File: src/rtl/silife_grid_sync_edge_lanes.sv
// silife_grid_sync_edge_lanes
//   Exchanges one grid edge (WIDTH cells + corner) with the neighbouring chip
//   over LANES serial wires per direction, with optional per-lane even parity.
//   TX snapshots the outgoing edge on start and streams BEATS beats; RX
//   collects beats into a shadow register and commits atomically on a clean,
//   complete frame.
//
// Ports:
//   i_sync_clk     clock, all logic on posedge
//   reset          synchronous, active-high
//   i_start        transmit request (pulse or level), ignored while busy
//   i_cells        outgoing edge cells, sampled on accepted start
//   i_corner       outgoing corner cell, sampled with i_cells
//   o_busy         transmitter is sending a frame
//   o_done         one-cycle pulse after the last beat is sent
//   o_sync_active  frame marker to the peer
//   o_sync_out     serial lanes to the peer
//   i_sync_active  frame marker from the peer
//   i_sync_in      serial lanes from the peer
//   o_cells        last committed received cells
//   o_corner       last committed received corner
//   o_valid        pulse when o_cells/o_corner update
//   o_parity_err   pulse when a complete frame fails parity
//   o_frame_err    pulse when the peer frame ends early
module silife_grid_sync_edge_lanes #(
    parameter int WIDTH  = 32,
    parameter int LANES  = 1,
    parameter int PARITY = 1
) (
    input  logic             i_sync_clk,
    input  logic             reset,
    input  logic             i_start,
    input  logic [WIDTH-1:0] i_cells,
    input  logic             i_corner,
    output logic             o_busy,
    output logic             o_done,
    output logic             o_sync_active,
    output logic [LANES-1:0] o_sync_out,
    input  logic             i_sync_active,
    input  logic [LANES-1:0] i_sync_in,
    output logic [WIDTH-1:0] o_cells,
    output logic             o_corner,
    output logic             o_valid,
    output logic             o_parity_err,
    output logic             o_frame_err
);

    localparam int N      = WIDTH + 1;
    localparam int DBEATS = (N + LANES - 1) / LANES;
    localparam int BEATS  = DBEATS + ((PARITY != 0) ? 1 : 0);
    localparam int CW     = $clog2(BEATS + 1);
    localparam int IW     = $clog2(N);

    localparam logic [CW-1:0] DBEATS_C = CW'(DBEATS);
    localparam logic [CW-1:0] BEATS_C  = CW'(BEATS);
    localparam logic [CW-1:0] LAST_C   = CW'(BEATS - 1);

    typedef enum logic {TX_IDLE, TX_SEND} tx_state_t;
    typedef enum logic [1:0] {RX_IDLE, RX_RECV, RX_WAIT_LOW} rx_state_t;

    // ---------------------------------------------------------------- TX
    tx_state_t        tx_state, tx_state_n;
    logic [CW-1:0]    tx_cnt, tx_cnt_n;
    logic [N-1:0]     tx_sh, tx_sh_n;
    logic [LANES-1:0] tx_par, tx_par_n;
    logic [LANES-1:0] sync_out_n;
    logic             sync_active_n;
    logic             done_n;

    always_ff @(posedge i_sync_clk) begin
        if (reset) begin
            tx_state      <= TX_IDLE;
            tx_cnt        <= '0;
            tx_sh         <= '0;
            tx_par        <= '0;
            o_sync_out    <= '0;
            o_sync_active <= 1'b0;
            o_done        <= 1'b0;
        end else begin
            tx_state      <= tx_state_n;
            tx_cnt        <= tx_cnt_n;
            tx_sh         <= tx_sh_n;
            tx_par        <= tx_par_n;
            o_sync_out    <= sync_out_n;
            o_sync_active <= sync_active_n;
            o_done        <= done_n;
        end
    end

    // Beats leave through a registered output, so beat b is launched while
    // tx_cnt==b and the extra cnt==BEATS cycle produces the trailing o_done.
    // Shifting the N-bit snapshot right fills zeros, which pads the last
    // data beat when N is not a multiple of LANES.
    always_comb begin
        tx_state_n    = tx_state;
        tx_cnt_n      = tx_cnt;
        tx_sh_n       = tx_sh;
        tx_par_n      = tx_par;
        sync_out_n    = '0;
        sync_active_n = 1'b0;
        done_n        = 1'b0;
        case (tx_state)
            TX_IDLE: begin
                if (i_start) begin
                    tx_sh_n    = {i_corner, i_cells};
                    tx_cnt_n   = '0;
                    tx_par_n   = '0;
                    tx_state_n = TX_SEND;
                end
            end
            TX_SEND: begin
                if (tx_cnt < DBEATS_C) begin
                    sync_out_n    = tx_sh[LANES-1:0];
                    sync_active_n = 1'b1;
                    tx_sh_n       = tx_sh >> LANES;
                    tx_par_n      = tx_par ^ tx_sh[LANES-1:0];
                    tx_cnt_n      = tx_cnt + CW'(1);
                end else if (tx_cnt < BEATS_C) begin
                    sync_out_n    = tx_par;
                    sync_active_n = 1'b1;
                    tx_cnt_n      = tx_cnt + CW'(1);
                end else begin
                    done_n     = 1'b1;
                    tx_cnt_n   = '0;
                    tx_state_n = TX_IDLE;
                end
            end
            default: tx_state_n = TX_IDLE;
        endcase
    end

    assign o_busy = (tx_state == TX_SEND);

    // ---------------------------------------------------------------- RX
    // The pad inputs are registered once; the FSM works on the registered
    // copy, so a beat sampled at edge j is acted on at edge j+1.
    logic             rx_act_q;
    logic [LANES-1:0] rx_in_q;
    rx_state_t        rx_state, rx_state_n;
    logic [CW-1:0]    rx_cnt, rx_cnt_n;
    logic [N-1:0]     rx_sh, rx_sh_n;
    logic [LANES-1:0] rx_par, rx_par_n;
    logic [WIDTH-1:0] cells_n;
    logic             corner_n, valid_n, perr_n, ferr_n;
    logic [CW-1:0]    rx_idx;
    logic [N-1:0]     rx_sh_acc;
    logic [LANES-1:0] rx_par_acc;
    int unsigned      rx_base;

    always_ff @(posedge i_sync_clk) begin
        if (reset) begin
            rx_act_q     <= 1'b0;
            rx_in_q      <= '0;
            rx_state     <= RX_IDLE;
            rx_cnt       <= '0;
            rx_sh        <= '0;
            rx_par       <= '0;
            o_cells      <= '0;
            o_corner     <= 1'b0;
            o_valid      <= 1'b0;
            o_parity_err <= 1'b0;
            o_frame_err  <= 1'b0;
        end else begin
            rx_act_q     <= i_sync_active;
            rx_in_q      <= i_sync_in;
            rx_state     <= rx_state_n;
            rx_cnt       <= rx_cnt_n;
            rx_sh        <= rx_sh_n;
            rx_par       <= rx_par_n;
            o_cells      <= cells_n;
            o_corner     <= corner_n;
            o_valid      <= valid_n;
            o_parity_err <= perr_n;
            o_frame_err  <= ferr_n;
        end
    end

    always_comb begin
        // Beat index and running parity as if the current input is a beat;
        // from IDLE the incoming beat is beat 0 with fresh parity.
        rx_idx     = (rx_state == RX_IDLE) ? '0 : rx_cnt;
        rx_par_acc = ((rx_state == RX_IDLE) ? '0 : rx_par) ^ rx_in_q;
        rx_base    = 32'(rx_idx) * LANES;
        rx_sh_acc  = rx_sh;
        if (rx_idx < DBEATS_C) begin
            for (int unsigned l = 0; l < LANES; l++) begin
                if (rx_base + l < N) begin
                    rx_sh_acc[IW'(rx_base + l)] = rx_in_q[l];
                end
            end
        end

        rx_state_n = rx_state;
        rx_cnt_n   = rx_cnt;
        rx_sh_n    = rx_sh;
        rx_par_n   = rx_par;
        cells_n    = o_cells;
        corner_n   = o_corner;
        valid_n    = 1'b0;
        perr_n     = 1'b0;
        ferr_n     = 1'b0;
        case (rx_state)
            RX_IDLE, RX_RECV: begin
                if (rx_act_q) begin
                    rx_sh_n  = rx_sh_acc;
                    rx_par_n = rx_par_acc;
                    if (rx_idx == LAST_C) begin
                        rx_cnt_n   = '0;
                        rx_state_n = RX_WAIT_LOW;
                        if ((PARITY == 0) || (rx_par_acc == '0)) begin
                            cells_n  = rx_sh_acc[WIDTH-1:0];
                            corner_n = rx_sh_acc[WIDTH];
                            valid_n  = 1'b1;
                        end else begin
                            perr_n = 1'b1;
                        end
                    end else begin
                        rx_cnt_n   = rx_idx + CW'(1);
                        rx_state_n = RX_RECV;
                    end
                end else if (rx_state == RX_RECV) begin
                    ferr_n     = 1'b1;
                    rx_cnt_n   = '0;
                    rx_state_n = RX_IDLE;
                end
            end
            RX_WAIT_LOW: begin
                if (!rx_act_q) begin
                    rx_state_n = RX_IDLE;
                end
            end
            default: rx_state_n = RX_IDLE;
        endcase
    end

endmodule

File: config.mk
export PLATFORM = sky130hd
export DESIGN_NAME = silife_grid_sync_edge_lanes
export DESIGN_NICKNAME = d
export VERILOG_FILES = /design/src/rtl/silife_grid_sync_edge_lanes.sv
export SDC_FILE = /design/constraint.sdc
export NUM_CORES = 1
export LEC_CHECK = 0
export CAP_MARGIN = 20
export CORE_MARGIN = 3
export CORE_UTILIZATION = 50
export DETAILED_ROUTE_END_ITERATION = 16
export MAX_ROUTING_LAYER = met4
export PLACE_DENSITY = 0.75
export SYNTH_ARGS = -nofsm -noshare
export SYNTH_HDL_FRONTEND = slang
export SYNTH_SLANG_ARGS = --single-unit
File: constraint.sdc
create_clock -name i_sync_clk -period 2.5 [get_ports i_sync_clk]
set_clock_uncertainty 0.1 [all_clocks]
set_input_delay 0.625 -clock i_sync_clk [delete_from_list [all_inputs] [get_ports i_sync_clk]]
set_output_delay 0.625 -clock i_sync_clk [all_outputs]
set_load 0.01 [all_outputs]
; ---- Word level (Yosys, flattened, before mapping)
; Index checks and enable logic that the tools add are counted.
[totals]
wordCells = 88
register_bits = 124
in_bits = 38
[op_classes]
addsub = 2
n_reduce_logical = 13
bitwise_logic = 7
n_mux = 35
n_lt_le_gt_ge = 6
eq_ne = 7
[ops]
columns = cell, count
row1 = 2-to-1 mux 33 bit, 4
row2 = one-hot mux 33 bit (2 select lines), 1
row3 = 2-to-1 mux 6 bit, 7
row4 = bitwise mux 33 bit, 1
row5 = less-than comparator 6 bit (second input constant), 4
row6 = 2-to-1 mux 1 bit, 13
row7 = adder 6 x 1 -> 6 bit (second input constant), 2
row8 = one-hot mux 6 bit (2 select lines), 1
row9 = 2-to-1 mux 2 bit, 4
row10 = AND reduction 2 bit, 4
row11 = less-than comparator 6 x 7 -> 1 bit (second input constant), 1
row12 = demux 1 bit (select 6 bit), 1
row13 = == test 6 bit (second input constant), 1
row14 = greater-or-equal comparator 6 x 1 -> 1 bit (second input constant), 1
row15 = OR reduction 3 bit, 2
row16 = NOT 1 bit, 5
row17 = inequality test 2 bit (second input constant), 2
row18 = one-hot mux 1 bit (2 select lines), 2
row19 = one-hot mux 2 bit (2 select lines), 1
row20 = AND reduction 4 bit, 1
row21 = OR reduction 2 bit, 2
row22 = OR reduction 4 bit, 1
row23 = inequality test 3 bit (second input constant), 1
row24 = == test 2 x 1 -> 1 bit (second input constant), 1
row25 = other kinds (6), 7

; ---- Longest topological paths before layout
[depth]
depth_word = 9
depth_mapped = 12

; ---- Least setup slack after synthesis
; Ideal clock, no wire load.
[synth_timing]
path_kind = register to register
from = register rx_state[1]
to = register o_cells[8]
stages_incl_launch_ff = 11
arrival_ns = 2.524
path_slack_ns = -0.204
required_ns = 2.320
period_less_slack_ns = 2.704
setup_ns = 0.080
n_path_buf = 4
cell_sequence = dfxtp_1 -> buf_2 -> o21ai_0 -> buf_2 -> ha_1 -> nor3b_1 -> and4_1 -> buf_4 -> clkbuf_1 -> a21oi_1 -> a211oi_2
[synth_between]
elab_chain_len = 9
[synth_lines]
columns = item, line
row1 = "start, declared", 139  ; rx_state_t rx_state, rx_state_n;
row2 = "start signal, assigned", 166  ; rx_state <= rx_state_n;
row3 = logical NOT 2 bit, "181, 182, 202"
row4 = 2-to-1 mux 6 bit, 181  ; rx_idx = (rx_state == RX_IDLE) ? '0 : rx_cnt;
row5 = less-than comparator 6 x 7 -> 1 bit (not written as such) or greater-or-equal comparator 6 x 1 -> 1 bit (tied branches), 188  ; rx_sh_acc[IW'(rx_base + l)] = rx_in_q[l];
row6 = logical AND 1 bit (not written as such), 188
row7 = 2-to-1 mux 1 bit (not written as such), 188
row8 = demux 1 bit (select 6 bit), 188
row9 = bitwise mux 33 bit, 188
row10 = 2-to-1 mux 33 bit, 187  ; if (rx_base + l < N) begin
row11 = 2-to-1 mux 33 bit, 185  ; if (rx_idx < DBEATS_C) begin
row12 = "end signal, assigned", 170  ; o_cells <= cells_n;
row13 = "end, declared", 41  ; output logic [WIDTH-1:0] o_cells,
; Several ways; a longest one is shown, not always the timed one.
; A chain may end at the register's enable or synchronous reset.

; ---- Final worst setup path
[layout_timing]
from = register rx_state[0]
to = register o_cells[23]
; The elaborated chain is that of the path after synthesis.

==> impl_results.md <==
- Fillers: 956
- Post-layout min period: 2.21 ns
- Post-synthesis mux area share: 0.140
- Delay-heaviest family, CP: simple AND/OR/NAND/NOR gates
- Vias in the first global route: 4,841
- Drt wl/cell: 16.8 µm
- Hold buffers post-CTS: 0
- Via count: 4,853
- Initial core utilization: 0.515
- Die area: 13,200 µm²
- IO Pins: 78
- FF-to-FF path depth: 8
- Placed cell count: 804
- Largest area contributor in the netlist: dfxtp_1
- Cells after Synth: 629
- Post-Synth XOR/XNOR Area: 0.00295
- Syn_area_per_cell: 9.43 µm²
- RSZ-0062 raised after global routing: false
- Overall Global Routing Usage: 0.227
- Worst r2r src: rx_state[0]$_SDFFE_PP0P_
- Largest net degree at the start of global routing: 66
- Status: complete, no violations
- GPL Wtd Cong: 0.808
- Remaining Overflow, GRT: 0
- Switch share: 0.226
- Inserted Clock Buffers: 17
- Worst path depth: 8
- Placement Rows: 39
- Critical path's largest stage delay: 0.43 ns
- Bufs and invs on worst path: 2
- Final Max Tran Viols: 0
- R2R Setup Slk: 0.29 ns
- Setup bufs post-CTS: 0
- Slew of the pin with the lowest slew margin: 0.662 ns
- Count leader, synth: dfxtp_1
- Slowest cell on crit path: dfxtp_1
- Worst setup path endpoint: o_cells[23]$_SDFFE_PP0P_
- Power Dens Cells: 670 nW/µm²
- Synthesized area: 5930 µm²
- Synth cell count leaders: dfxtp_1 (124), mux2i_1 (83), nor2_1 (77)
- Clock tree buffer depth: 2
- Multi-input gate area: 3100 µm²
- Max Freq: 0.452 GHz
- CTS tree: yes
- Post-synthesis sequential area ratio: 0.418
- Startpoint types: register
- Area growth syn-to-layout: 24.2%
- Warnings from Yosys: 0
- HPWL after DPL: 8750 µm
- Req. time, crit path: 2.67 ns
- Syn nets: 671
- Reg power frac: 0.423
- Die Wd: 115 µm
- # resized after CTS: 0
- Simple-gate share of the synthesized area: 0.172
- Worst-Skew Late Latency: 0.41 ns
- I/O Buffers: 77
- CTS clock-pin slew for the worst setup and hold paths: 0.05 ns
- Worst R2R End: o_cells[23]$_SDFFE_PP0P_
- Number of enable flip-flop cells after synthesis: 0
- Critical path class: reg -> reg
- Total Routed Length: 14,000 µm
- ANT cells: 0
- Crit-path cells: o21ai_2, inv_1, ha_1, nor3b_1, and4_1, and2_1, buf_4, a311oi_1
- DRT iter0 DRCs: 361
- Yosys reg bits: 124
- Internal power: 3.82 mW
- Endpoints failing setup: 0
- Leak pwr: 2.45 nW
- Fraction of layout cells with a size suffix above 1: 0.153
- Gate power share: 0.084
- Crit path arrival time: 2.39 ns
- Power share of the clock group: 0.493
- Critical path capture point type: register
- Top cell type's share of synthesized area: 0.418
- Post-route ant nets: 0
- Sequential Area: 2480 µm²
- First-pass GRT wire length: 23,400 µm
- Largest family of logic cells by synthesized area: compound AO/OA/AOI/OAI gates
- DRT Pass-1 Iters: 4
- Max-cap viol count: 0
- Fin. Hold Viols: 0
- P_sw: 1.12 mW
- Tcrit/Tclk final: 0.886
- Vias per cell: 5.81
- Maximum vdd ir drop: 0.463 mV
- DRC: 0
- Synth async-reset ratio: 0
- Top_reg_cell synth: dfxtp_1
- Post-synthesis adder-cell area fraction: 0.00844
- Relative slew slack: 0.559
- Hold Path Class: reg -> reg
- Post-Layout Cell Count: 836
- Synth top area cells: dfxtp_1 (42%), mux2i_1 (14%), a211oi_1 (5.9%)
- Post-synth cell types: 50
- Finished Core Util: 0.640
- # clock sinks: 124
- Root Buffer: clkbuf_16
- Core area: 11,500 µm²
- Compound-cell area share of the yosys netlist: 0.195
- Crit. Startpoint: rx_state[0]$_SDFFE_PP0P_
- Die Height: 115 µm
- Initial antenna violation count: 0
- Total Negative Setup Slacks: 0 ns
- Nets: 722
- Critical path peak fanout: 22
- H-tree depth: 4
[cells by family after synthesis]
| group | count (synthesis) |
|---|---|
| and+or+nand+nor | 188 |
| AOI/OAI and AO/OA | 152 |
| DFF | 124 |
| muxes | 83 |
| buffers and inverters | 76 |
| adders and majority gates | 4 |
| xor gates and xnor gates | 2 |
[per-layer routing]
layer,track usage,up-vias,share of wire
li1,-,2409,-
met1,0.278,2292,0.44
met2,0.360,137,0.49
met3,0.0574,15,0.059
met4,0.0884,0,0.012
met5,-,-,0
[flip-flops by register name (all words and copies together) (netlist names), 2 cells and up]
register	cells
o_cells	32
rx_cnt	6
rx_sh	33
rx_state	2
tx_cnt	6
tx_sh	33
[power groups by stage]
stage / clock network (mW) / registers, mW / logic [mW]
after floorplan: 0 / 2.12 / 0.294
after global placement: 0 / 2.13 / 0.404
after detailed placement: 0 / 2.13 / 0.415
after CTS: 2.46 / 2.09 / 0.419
after global routing: 2.56 / 2.10 / 0.458
final: 2.43 / 2.09 / 0.417
[per-stage QoR]
step	hold WS, ns	setup WS, ns	instance area (µm²)	total power, mW
after floorplan	0.349	0.0477	5940	2.41
after global placement	0.358	0.348	6780	2.53
after detailed placement	0.373	0.272	6780	2.55
after CTS	0.382	0.314	7370	4.97
after global routing	0.411	0.0135	7370	5.11
final	0.377	0.286	7370	4.94
[worst min-delay path by stage]
stage | from | end | slack, ns | cells after the start
3_5_place_dp | tx_sh[32]$_SDFFE_PP0P_ | tx_sh[32]$_SDFFE_PP0P_ | 0.37 | 2
5_1_grt | tx_sh[32]$_SDFFE_PP0P_ | tx_sh[32]$_SDFFE_PP0P_ | 0.41 | 2
3_3_place_gp | rx_sh[32]$_SDFFE_PP0P_ | rx_sh[32]$_SDFFE_PP0P_ | 0.36 | 2
4_1_cts | tx_sh[32]$_SDFFE_PP0P_ | tx_sh[32]$_SDFFE_PP0P_ | 0.38 | 2
2_1_floorplan | rx_sh[32]$_SDFFE_PP0P_ | rx_sh[32]$_SDFFE_PP0P_ | 0.35 | 2
6_report | tx_sh[32]$_SDFFE_PP0P_ | tx_sh[32]$_SDFFE_PP0P_ | 0.38 | 2
[cells in the final DEF, fill, tap and decap left out, types with 17 or more instances in the layout]
master,netlist,routed
nor3_1,20,20
mux2i_1,83,83
a211oi_1,47,47
clkbuf_16,0,17
clkdlybuf4s50_1,0,76
a211oi_2,26,26
a21oi_1,41,41
buf_4,6,22
nor4_1,17,17
dfxtp_1,124,123
nor2_1,77,77
[final cells by class]
cell class / count / area share
Sequential cell: 124 / 0.337
Clock inverter: 7 / 0.0115
Inverter: 7 / 0.00357
Multi-Input combinational cell: 429 / 0.421
Tap cell: 143 / 0.0243
Timing Repair Buffer: 101 / 0.134
Clock buffer: 25 / 0.0686
[worst register-to-register path: stages, from the launching register on]
cell and delay, ns:
dfxtp_1 0.43, o21ai_2 0.10, inv_1 0.06, ha_1 0.12, nor3b_1 0.34, and4_1 0.32, and2_1 0.17, buf_4 0.27
a311oi_1 0.16
Power figures use the tool's default switching activity.
